### config.mk
export PLATFORM = sky130hd
export DESIGN_NAME = led_mode_sequencer_flat
export DESIGN_NICKNAME = d
export VERILOG_FILES = /design/src/rtl/led_mode_sequencer_if.sv /design/src/rtl/led_mode_sequencer.sv /design/src/flat_wrapper.sv
export SDC_FILE = /design/constraint.sdc
export NUM_CORES = 1
export LEC_CHECK = 0
export BUFFER_PORTS_ARGS = -buffer_cell sky130_fd_sc_hd__buf_2
export CAP_MARGIN = 0
export CORE_UTILIZATION = 35
export CTS_CLUSTER_SIZE = 20
export DETAILED_ROUTE_END_ITERATION = 8
export PLACE_DENSITY = 0.54
export SKIP_LAST_GASP = 1
export SLEW_MARGIN = 5
export SYNTH_ARGS = -nofsm -noshare
export SYNTH_HDL_FRONTEND = slang
export SYNTH_SLANG_ARGS = --single-unit
### constraint.sdc
create_clock -name clk -period 2.3 [get_ports clk]
set_clock_uncertainty 0.1 [all_clocks]
set_input_delay 0.345 -clock clk [delete_from_list [all_inputs] [get_ports clk]]
set_output_delay 0.345 -clock clk [all_outputs]
set_load 0.02 [all_outputs]
### src/rtl/led_mode_sequencer_if.sv
// Bundles the button, switch and display-control signals exchanged between
// the LED mode sequencer and its environment.
interface led_mode_sequencer_if;
  logic       btn;
  logic [1:0] SW;
  logic       tick;
  logic [1:0] mode;
  logic [1:0] color_sel;
  logic [4:0] brightness;
  logic       press;

  // The sequencer itself: consumes button/switches, produces display controls.
  modport slave (
    input  btn,
    input  SW,
    output tick,
    output mode,
    output color_sel,
    output brightness,
    output press
  );

  // The environment: drives button/switches, observes display controls.
  modport master (
    output btn,
    output SW,
    input  tick,
    input  mode,
    input  color_sel,
    input  brightness,
    input  press
  );
endinterface

### src/rtl/led_mode_sequencer.sv
// LED mode sequencer: tick generator, button synchronizer/debouncer and a
// four-mode display FSM (static, breath, blink, color-cycle) that drives the
// brightness and color-select values of the downstream PWM/color stage.
module led_mode_sequencer #(
  parameter int TICK_DIV   = 125000,
  parameter int DEB_TICKS  = 20,
  parameter int STEP_TICKS = 32,
  parameter int HOLD_TICKS = 500
) (
  input  logic                 clk,
  input  logic                 rst,
  led_mode_sequencer_if.slave  bus
);

  typedef enum logic [1:0] {
    MODE_STATIC = 2'd0,
    MODE_BREATH = 2'd1,
    MODE_BLINK  = 2'd2,
    MODE_CYCLE  = 2'd3
  } mode_t;

  localparam int TICK_W   = $clog2(TICK_DIV);
  localparam int DEB_W    = (DEB_TICKS > 1) ? $clog2(DEB_TICKS) : 1;
  localparam int STEP_MAX = (STEP_TICKS > HOLD_TICKS) ? STEP_TICKS : HOLD_TICKS;
  localparam int STEP_W   = (STEP_MAX > 1) ? $clog2(STEP_MAX) : 1;

  localparam logic [TICK_W-1:0] TICK_LAST = TICK_W'(TICK_DIV - 1);
  localparam logic [TICK_W-1:0] TICK_ONE  = TICK_W'(1);
  localparam logic [TICK_W-1:0] TICK_ZERO = TICK_W'(0);
  localparam logic [DEB_W-1:0]  DEB_LAST  = DEB_W'(DEB_TICKS - 1);
  localparam logic [DEB_W-1:0]  DEB_ONE   = DEB_W'(1);
  localparam logic [DEB_W-1:0]  DEB_ZERO  = DEB_W'(0);
  localparam logic [STEP_W-1:0] STEP_LAST = STEP_W'(STEP_TICKS - 1);
  localparam logic [STEP_W-1:0] HOLD_LAST = STEP_W'(HOLD_TICKS - 1);
  localparam logic [STEP_W-1:0] STEP_ONE  = STEP_W'(1);
  localparam logic [STEP_W-1:0] STEP_ZERO = STEP_W'(0);

  localparam logic [4:0] BRIGHT_MAX = 5'd31;
  localparam logic [4:0] BRIGHT_MIN = 5'd0;

  // Tick generator state
  logic [TICK_W-1:0] r_tick_cnt;
  logic [TICK_W-1:0] w_tick_cnt_nxt;
  logic              r_tick;
  logic              w_tick_pre;

  // Button synchronizer / debouncer state
  logic              r_sync1;
  logic              r_sync2;
  logic              r_deb_level;
  logic              w_deb_level_nxt;
  logic [DEB_W-1:0]  r_deb_cnt;
  logic [DEB_W-1:0]  w_deb_cnt_nxt;
  logic              w_deb_rise;
  logic              r_press;

  // Mode FSM and datapath state
  mode_t             r_mode;
  mode_t             w_mode_nxt;
  logic [STEP_W-1:0] r_step_cnt;
  logic [STEP_W-1:0] w_step_cnt_nxt;
  logic [STEP_W-1:0] w_step_last;
  logic              w_step;
  logic [4:0]        r_bright;
  logic [4:0]        w_bright_nxt;
  logic              r_dir_up;
  logic              w_dir_up_nxt;
  logic [1:0]        r_color;
  logic [1:0]        w_color_nxt;

  // The tick strobe is decoded one cycle early so the registered tick and
  // anything timed off the early strobe land on the same clock edge.
  assign w_tick_pre     = (r_tick_cnt == TICK_LAST);
  assign w_tick_cnt_nxt = w_tick_pre ? TICK_ZERO : (r_tick_cnt + TICK_ONE);

  // Free-running tick divider and registered one-cycle tick pulse.
  always_ff @(posedge clk or posedge rst) begin
    if (rst) begin
      r_tick_cnt <= TICK_ZERO;
      r_tick     <= 1'b0;
    end else begin
      r_tick_cnt <= w_tick_cnt_nxt;
      r_tick     <= w_tick_pre;
    end
  end

  // Two-stage synchronizer for the asynchronous push-button; cleared stages
  // mask the button for the first two cycles after reset.
  always_ff @(posedge clk or posedge rst) begin
    if (rst) begin
      r_sync1 <= 1'b0;
      r_sync2 <= 1'b0;
    end else begin
      r_sync1 <= bus.btn;
      r_sync2 <= r_sync1;
    end
  end

  // Debounce: count ticks while the synchronized button disagrees with the
  // accepted level; any agreeing cycle restarts the count.  The early tick
  // strobe is used so an accepted press coincides with the tick pulse.
  always_comb begin
    w_deb_cnt_nxt   = r_deb_cnt;
    w_deb_level_nxt = r_deb_level;
    if (r_sync2 == r_deb_level) begin
      w_deb_cnt_nxt = DEB_ZERO;
    end else if (w_tick_pre) begin
      if (r_deb_cnt == DEB_LAST) begin
        w_deb_level_nxt = r_sync2;
        w_deb_cnt_nxt   = DEB_ZERO;
      end else begin
        w_deb_cnt_nxt = r_deb_cnt + DEB_ONE;
      end
    end else begin
      w_deb_cnt_nxt = r_deb_cnt;
    end
  end

  // Only a 0->1 change of the accepted level is a press; releases are silent.
  assign w_deb_rise = w_deb_level_nxt & ~r_deb_level;

  // Debounce state and registered press pulse.
  always_ff @(posedge clk or posedge rst) begin
    if (rst) begin
      r_deb_level <= 1'b0;
      r_deb_cnt   <= DEB_ZERO;
      r_press     <= 1'b0;
    end else begin
      r_deb_level <= w_deb_level_nxt;
      r_deb_cnt   <= w_deb_cnt_nxt;
      r_press     <= w_deb_rise;
    end
  end

  // Breath steps on its own period; blink and color-cycle share the hold period.
  assign w_step_last = (r_mode == MODE_BREATH) ? STEP_LAST : HOLD_LAST;
  assign w_step      = r_tick && (r_step_cnt == w_step_last);

  // Mode FSM next-state and datapath: a press takes priority over a
  // coincident step event and applies the entry values of the new mode.
  always_comb begin
    w_mode_nxt     = r_mode;
    w_step_cnt_nxt = r_step_cnt;
    w_bright_nxt   = r_bright;
    w_dir_up_nxt   = r_dir_up;
    w_color_nxt    = r_color;

    if (r_tick) begin
      w_step_cnt_nxt = w_step ? STEP_ZERO : (r_step_cnt + STEP_ONE);
    end else begin
      w_step_cnt_nxt = r_step_cnt;
    end

    if (r_press) begin
      w_step_cnt_nxt = STEP_ZERO;
      w_dir_up_nxt   = 1'b1;
      case (r_mode)
        MODE_STATIC: begin
          w_mode_nxt   = MODE_BREATH;
          w_bright_nxt = BRIGHT_MIN;
        end
        MODE_BREATH: begin
          w_mode_nxt   = MODE_BLINK;
          w_bright_nxt = BRIGHT_MAX;
        end
        MODE_BLINK: begin
          w_mode_nxt   = MODE_CYCLE;
          w_bright_nxt = BRIGHT_MAX;
          w_color_nxt  = bus.SW;
        end
        MODE_CYCLE: begin
          w_mode_nxt   = MODE_STATIC;
          w_bright_nxt = BRIGHT_MAX;
        end
        default: begin
          w_mode_nxt   = MODE_STATIC;
          w_bright_nxt = BRIGHT_MAX;
        end
      endcase
    end else if (w_step) begin
      case (r_mode)
        MODE_BREATH: begin
          // Reverse at the endpoints so neither 0 nor 31 is held twice.
          if (r_dir_up) begin
            if (r_bright == BRIGHT_MAX) begin
              w_bright_nxt = BRIGHT_MAX - 5'd1;
              w_dir_up_nxt = 1'b0;
            end else begin
              w_bright_nxt = r_bright + 5'd1;
            end
          end else begin
            if (r_bright == BRIGHT_MIN) begin
              w_bright_nxt = BRIGHT_MIN + 5'd1;
              w_dir_up_nxt = 1'b1;
            end else begin
              w_bright_nxt = r_bright - 5'd1;
            end
          end
        end
        MODE_BLINK: begin
          w_bright_nxt = (r_bright == BRIGHT_MIN) ? BRIGHT_MAX : BRIGHT_MIN;
        end
        MODE_CYCLE: begin
          w_color_nxt = r_color + 2'd1;
        end
        MODE_STATIC: begin
          w_bright_nxt = r_bright;
        end
        default: begin
          w_bright_nxt = r_bright;
        end
      endcase
    end else begin
      w_mode_nxt = r_mode;
    end
  end

  // Mode FSM state and datapath registers.
  always_ff @(posedge clk or posedge rst) begin
    if (rst) begin
      r_mode     <= MODE_STATIC;
      r_step_cnt <= STEP_ZERO;
      r_bright   <= BRIGHT_MAX;
      r_dir_up   <= 1'b1;
      r_color    <= 2'd0;
    end else begin
      r_mode     <= w_mode_nxt;
      r_step_cnt <= w_step_cnt_nxt;
      r_bright   <= w_bright_nxt;
      r_dir_up   <= w_dir_up_nxt;
      r_color    <= w_color_nxt;
    end
  end

  // Color follows the switches live except in color-cycle, where it is held.
  assign bus.tick       = r_tick;
  assign bus.mode       = r_mode;
  assign bus.color_sel  = (r_mode == MODE_CYCLE) ? r_color : bus.SW;
  assign bus.brightness = r_bright;
  assign bus.press      = r_press;

endmodule

### src/flat_wrapper.sv
// flat-port wrapper written by rule: the top's interface ports become plain ports
module led_mode_sequencer_flat 
#(
  parameter int TICK_DIV   = 125000,
  parameter int DEB_TICKS  = 20,
  parameter int STEP_TICKS = 32,
  parameter int HOLD_TICKS = 500
)
  (clk, rst, bus_btn, bus_SW, bus_tick, bus_mode, bus_color_sel, bus_brightness, bus_press);
  led_mode_sequencer_if bus_i ();
  input  logic clk;
  input  logic rst;
  input wire logic [$bits(bus_i.btn)-1:0] bus_btn;
  input wire logic [$bits(bus_i.SW)-1:0] bus_SW;
  output wire logic [$bits(bus_i.tick)-1:0] bus_tick;
  output wire logic [$bits(bus_i.mode)-1:0] bus_mode;
  output wire logic [$bits(bus_i.color_sel)-1:0] bus_color_sel;
  output wire logic [$bits(bus_i.brightness)-1:0] bus_brightness;
  output wire logic [$bits(bus_i.press)-1:0] bus_press;
  assign bus_i.btn = bus_btn;
  assign bus_i.SW = bus_SW;
  assign bus_tick = bus_i.tick;
  assign bus_mode = bus_i.mode;
  assign bus_color_sel = bus_i.color_sel;
  assign bus_brightness = bus_i.brightness;
  assign bus_press = bus_i.press;
  led_mode_sequencer #(.TICK_DIV(TICK_DIV), .DEB_TICKS(DEB_TICKS), .STEP_TICKS(STEP_TICKS), .HOLD_TICKS(HOLD_TICKS)) u_core (.clk(clk), .rst(rst), .bus(bus_i));
endmodule
# Word-level counts from Yosys, hierarchy flattened
# Cells that the tools add are included.
# Widths: inputs -> output; s select.
[totals]
output_inout_bits = 11
elab_cells = 73
in_bits = 5
reg_bits = 46
[classes]
mux = 31
n_eq_ne = 9
bitwise_logic = 2
n_addsub = 6
reduce_logical = 13
[ops]
columns = ["operator", "count"]
rows = [
  ["$mux 5", 9],
  ["$mux 9", 4],
  ["$pmux 5 s2", 2],
  ["$add 17x1->17 const B", 1],
  ["$eq 17x17->1 const B", 1],
  ["$mux 17", 1],
  ["$add 5x1->5 const B", 2],
  ["$eq 5x5->1 const B", 2],
  ["$mux 2", 5],
  ["$reduce_bool 2->1", 5],
  ["$add 9x1->9 const B", 1],
  ["$eq 9x9->1", 1],
  ["$mux 1", 9],
  ["$pmux 2 s4", 1],
  ["$logic_not 5->1", 1],
  ["$sub 5x1->5 const B", 1],
  ["$eq 2x2->1 const B", 2],
  ["$reduce_and 2->1", 2],
  ["$reduce_and 3->1", 1],
  ["$reduce_bool 3->1", 1],
  ["$reduce_or 3->1", 1],
  ["$add 2x1->2 const B", 1],
  ["$eq 2x1->1 const B", 1],
  ["$logic_not 2->1", 1],
  ["5 further kinds", 5],
]

# Depth between registers and ports, before layout
[depth]
ltp_word = 7
depth_mapped = 8
ltp_nobuf = 7

# Worst setup path after synthesis
# No wires, ideal clock.
[synth_timing]
kind = "register to register"
from = "reg u_core.r_mode[1], in the netlist u_core.bus.mode[1]"
to = "reg u_core.r_bright[2], in the netlist u_core.bus.brightness[2]"
synth_period_minus_slack_ns = 2.061
path_stages_with_launch = 8
setup_time_ns = 0.081
n_path_buf = 0
slack_ns = 0.239
t_arrival_ns = 1.880
t_required_ns = 2.119
path_cell_list = "dfrtp_1 > inv_1 > ha_1 > nand4b_1 > nor4_4 > o211ai_2 > or3_4 > o211ai_1"
[synth_via]
elab_chain_len = 6
[synth_rtl]
columns = ["element", "line", "text"]
rows = [
  ["from (decl)", "led_mode_sequencer.sv:58", "mode_t r_mode;"],
  ["from (signal assigned)", "led_mode_sequencer.sv:227", "r_mode <= w_mode_nxt;"],
  ["$eq 2x1->1", "led_mode_sequencer.sv:136, led_mode_sequencer.sv:157, led_mode_sequencer.sv:181", ""],
  ["$mux 9", "led_mode_sequencer.sv:136", "assign w_step_last = (r_mode == MODE_BREATH) ? STEP_LAST : HOLD_LAST;"],
  ["$eq 9x9->1", "led_mode_sequencer.sv:137", "assign w_step = r_tick && (r_step_cnt == w_step_last);"],
  ["$logic_and 1x1->1", "led_mode_sequencer.sv:137", ""],
  ["$reduce_bool 2->1 (no line)", "n/a", ""],
  ["$reduce_and 2->1 (no line)", "n/a", ""],
  ["to (signal assigned)", "led_mode_sequencer.sv:229", "r_bright <= w_bright_nxt;"],
  ["to (decl)", "led_mode_sequencer.sv:64", "logic [4:0] r_bright;"],
]
# Several ways; a longest one is shown, not always the timed one. The select of a mux whose other input is x is not followed.
# A chain may end at the register's enable or synchronous reset.

# Worst setup path after layout
[layout_timing]
from = "reg u_core.r_mode[1], in the netlist u_core.bus.mode[1]"
to = "reg u_core.r_bright[3], in the netlist u_core.bus.brightness[3]"
# Same word-level chain as after synthesis.

==> impl_metrics.tcl <==
set metrics [dict create \
    cts-root-buf "clkbuf_8" \
    ant_nets 0 \
    cts_buffer_depth 2 \
    synth-async-reset-ratio_pct 100 \
    synth.area.top_cells "dfrtp_1 (39%), dfstp_2 (6.2%), ha_1 (4.9%)" \
    seqPwrFrac_pct 55.9 \
    crit_path_max_fanout 4 \
    status "completed" \
    grt_max_degree 26 \
    synth_edf_count 0 \
    slew_viol_final 0 \
    critPathArrivalTime_ns 2.17 \
    ir_drop_v 0.000211 \
    drive_above_1_share_pct 18.3 \
    clock_latency_ns 0.30 \
    die_width_um 87.4 \
    rows 30 \
    p_sw_share_pct 21.2 \
    wl_mm 4.83 \
    rsz0062_at_grt "no" \
    clkPwrFrac_pct 41.9 \
    min-delay-start "bus_btn" \
    syn_area_sq_um 2550 \
    avgSynthCellArea_sq_um 10.1 \
    synth_top_cell_area_share_pct 39.2 \
    path_class "register to register" \
    yosysMostFrequentCell "dfrtp_1" \
    hold_viol_final 0 \
    pin_count 16 \
    gp_congestion 0.760 \
    p_sw_w 0.000307 \
    powerDensity_nw_per_um2 510 \
    cts_tree "built" \
    start_kind "register" \
    period_share_pct 89.0 \
    vias 1855 \
    ys_types 50 \
    nets 287 \
    syn_inst 252 \
    syn2layout_area_growth_pct 11.5 \
    drt_iter0_drc 47 \
    hp-class "input port to register" \
    startpoint "u_core.bus.mode[1]" \
    post_cts_resized 0 \
    grt_pass1_vias 1734 \
    grt_pass1_wl_mm 8.14 \
    clkSlewWorstSetupHoldPaths_ns 0.09 \
    crit_required_ns 2.42 \
    htreeDepth 2 \
    synthTopCellsByCount "dfrtp_1 (40), nor2_1 (22), nand3_1 (18)" \
    fmax_ghz 0.488 \
    viasPerCell 5.03 \
    firstDrtPassIters 6 \
    core_area_sq_um 6910 \
    synth_top_cell_by_area "dfrtp_1" \
    ys_seq_elements 46 \
    finalSetupViolations 0 \
    final_area_sq_um 2850 \
    synth.net_count 267 \
    p_leak_nw 1.25 \
    holdBufCountCts 1 \
    synth_flop_cell "dfrtp_1" \
    grt_overflow 0 \
    start_util_pct 36.9 \
    fin_setup_tns_ns 0 \
    cts_buffers 5 \
    worst_slew_pin_slew_ns 0.530 \
    wl_per_cell_um 13.1 \
    period_needed_ns 2.05 \
    regToRegStartpoint "u_core.bus.mode[1]" \
    cap_viol_max_count 0 \
    end_kind "register" \
    post_cts_buffers 0 \
    die_h_um 87.4 \
    detailed_place_hpwl_mm 3.45 \
    yosysSeqAreaShare_pct 45.4 \
    antenna_cells 0 \
    cts.sinks 46 \
    ys_warn_count 0 \
    dieArea_sq_um 7630 \
    p_int_w 0.00114 \
    track_usage_pct 13.8 \
    placed_cell_area_sq_um 2730 \
    relSlewSlack_pct 64.6 \
    io_buffers 15 \
    antenna_found_initial 0 \
    power_frac_comb_pct 2.2 \
    drc_errors 0 \
]
stage by stage:
stage	power, W	hold WS, ns	util, %	setup WS (ns)	std cells
floorplan	0.000844	0.231	-	0.239	252
global placement	0.000859	0.237	39.5	0.324	360
detailed placement	0.000859	0.239	39.5	0.249	360
CTS	0.00148	0.0381	41.2	0.246	369
global route	0.00151	0.0275	41.2	0.115	369
finish	0.00145	0.0529	41.2	0.252	369
power groups by stage:
stage	registers (W)	clock network, W	logic, W
2_1_floorplan	0.000827	0	0.0000175
3_3_place_gp	0.000827	0	0.0000317
5_1_grt	0.000812	0.000666	0.0000364
4_1_cts	0.000811	0.000631	0.0000335
3_5_place_dp	0.000827	0	0.0000320
6_report	0.000811	0.000608	0.0000313
per-layer routing:
layer / up-vias / GRT usage (%) / share of wire [%]
met5: - / 0 / 0
met4: 0 / 4.02 / 1.2
met3: 6 / 3.13 / 2.7
met2: 24 / 21.9 / 45
met1: 893 / 18.9 / 51
li1: 932 / - / -
critical path, stage by stage, from the launching register on:
cell	delay, ns
dfrtp_1	0.42
inv_1	0.13
ha_1	0.20
nand4b_1	0.14
nor4_4	0.24
o211ai_2	0.14
or3_4	0.40
o211ai_1	0.20
flip-flops by register name, indices dropped and copies added (netlist names):
register and flops:
u_core.r_color 2, u_core.bus.mode 2, u_core.r_sync1 1, u_core.bus.press 1, u_core.r_sync2 1, u_core.r_deb_level 1
u_core.r_step_cnt 9, u_core.bus.brightness 5, u_core.r_deb_cnt 5, u_core.r_tick_cnt 17, u_core.bus.tick 1, u_core.r_dir_up 1
layout by cell type, fill, tap and decap left out, drive strengths merged, types with 4 or more instances in the layout:
cell,netlist,routed
o21ai,13,13
a21oi,9,9
nor3,4,4
dfrtp,40,40
buf,7,21
nand4,5,5
ha,10,10
nand3b,7,7
nand3,18,18
and3,9,9
nor2,23,23
inv,11,11
xnor2,12,12
xor2,14,14
o211ai,6,6
nand2,16,16
clkbuf,2,6
dfstp,6,6
final timing paths:
| path | endpoint | cells past startpoint | slack, ns |
|---|---|---|---|
| max in group asynchronous | u_core.r_dir_up | 4 | 0.94 |
| min | u_core.r_sync1 | 1 | 0.05 |
| max reg2reg | u_core.bus.brightness[3] | 7 | 0.25 |
| min in group asynchronous | u_core.r_tick_cnt[9] | 3 | 0.52 |
| max | u_core.bus.brightness[3] | 7 | 0.25 |
| min reg2reg | u_core.r_sync2 | 0 | 0.25 |
layout make-up:
class / count / area [sq um]
fillers: 717 / 4060
clock inverters: 2 / 37.5
inverters: 11 / 41.3
well taps: 96 / 120
flip-flops and latches: 46 / 1160
multi-input cells: 186 / 1280
clock buffers: 6 / 72.6
repair buffers: 22 / 130
cells by family after synthesis:
| family | Yosys count | synth area share [%] |
|---|---|---|
| XOR/XNOR | 26 | 8.93 |
| AND/OR/NAND/NOR | 102 | 22.9 |
| buffers and inverters | 20 | 4.22 |
| AO/OA/AOI/OAI | 42 | 11.2 |
| flip-flops | 46 | 45.4 |
| multiplexers | 6 | 2.50 |
| adder cells (fa/ha/maj) | 10 | 4.90 |
No activity file was read; power rests on OpenSTA's default activity.
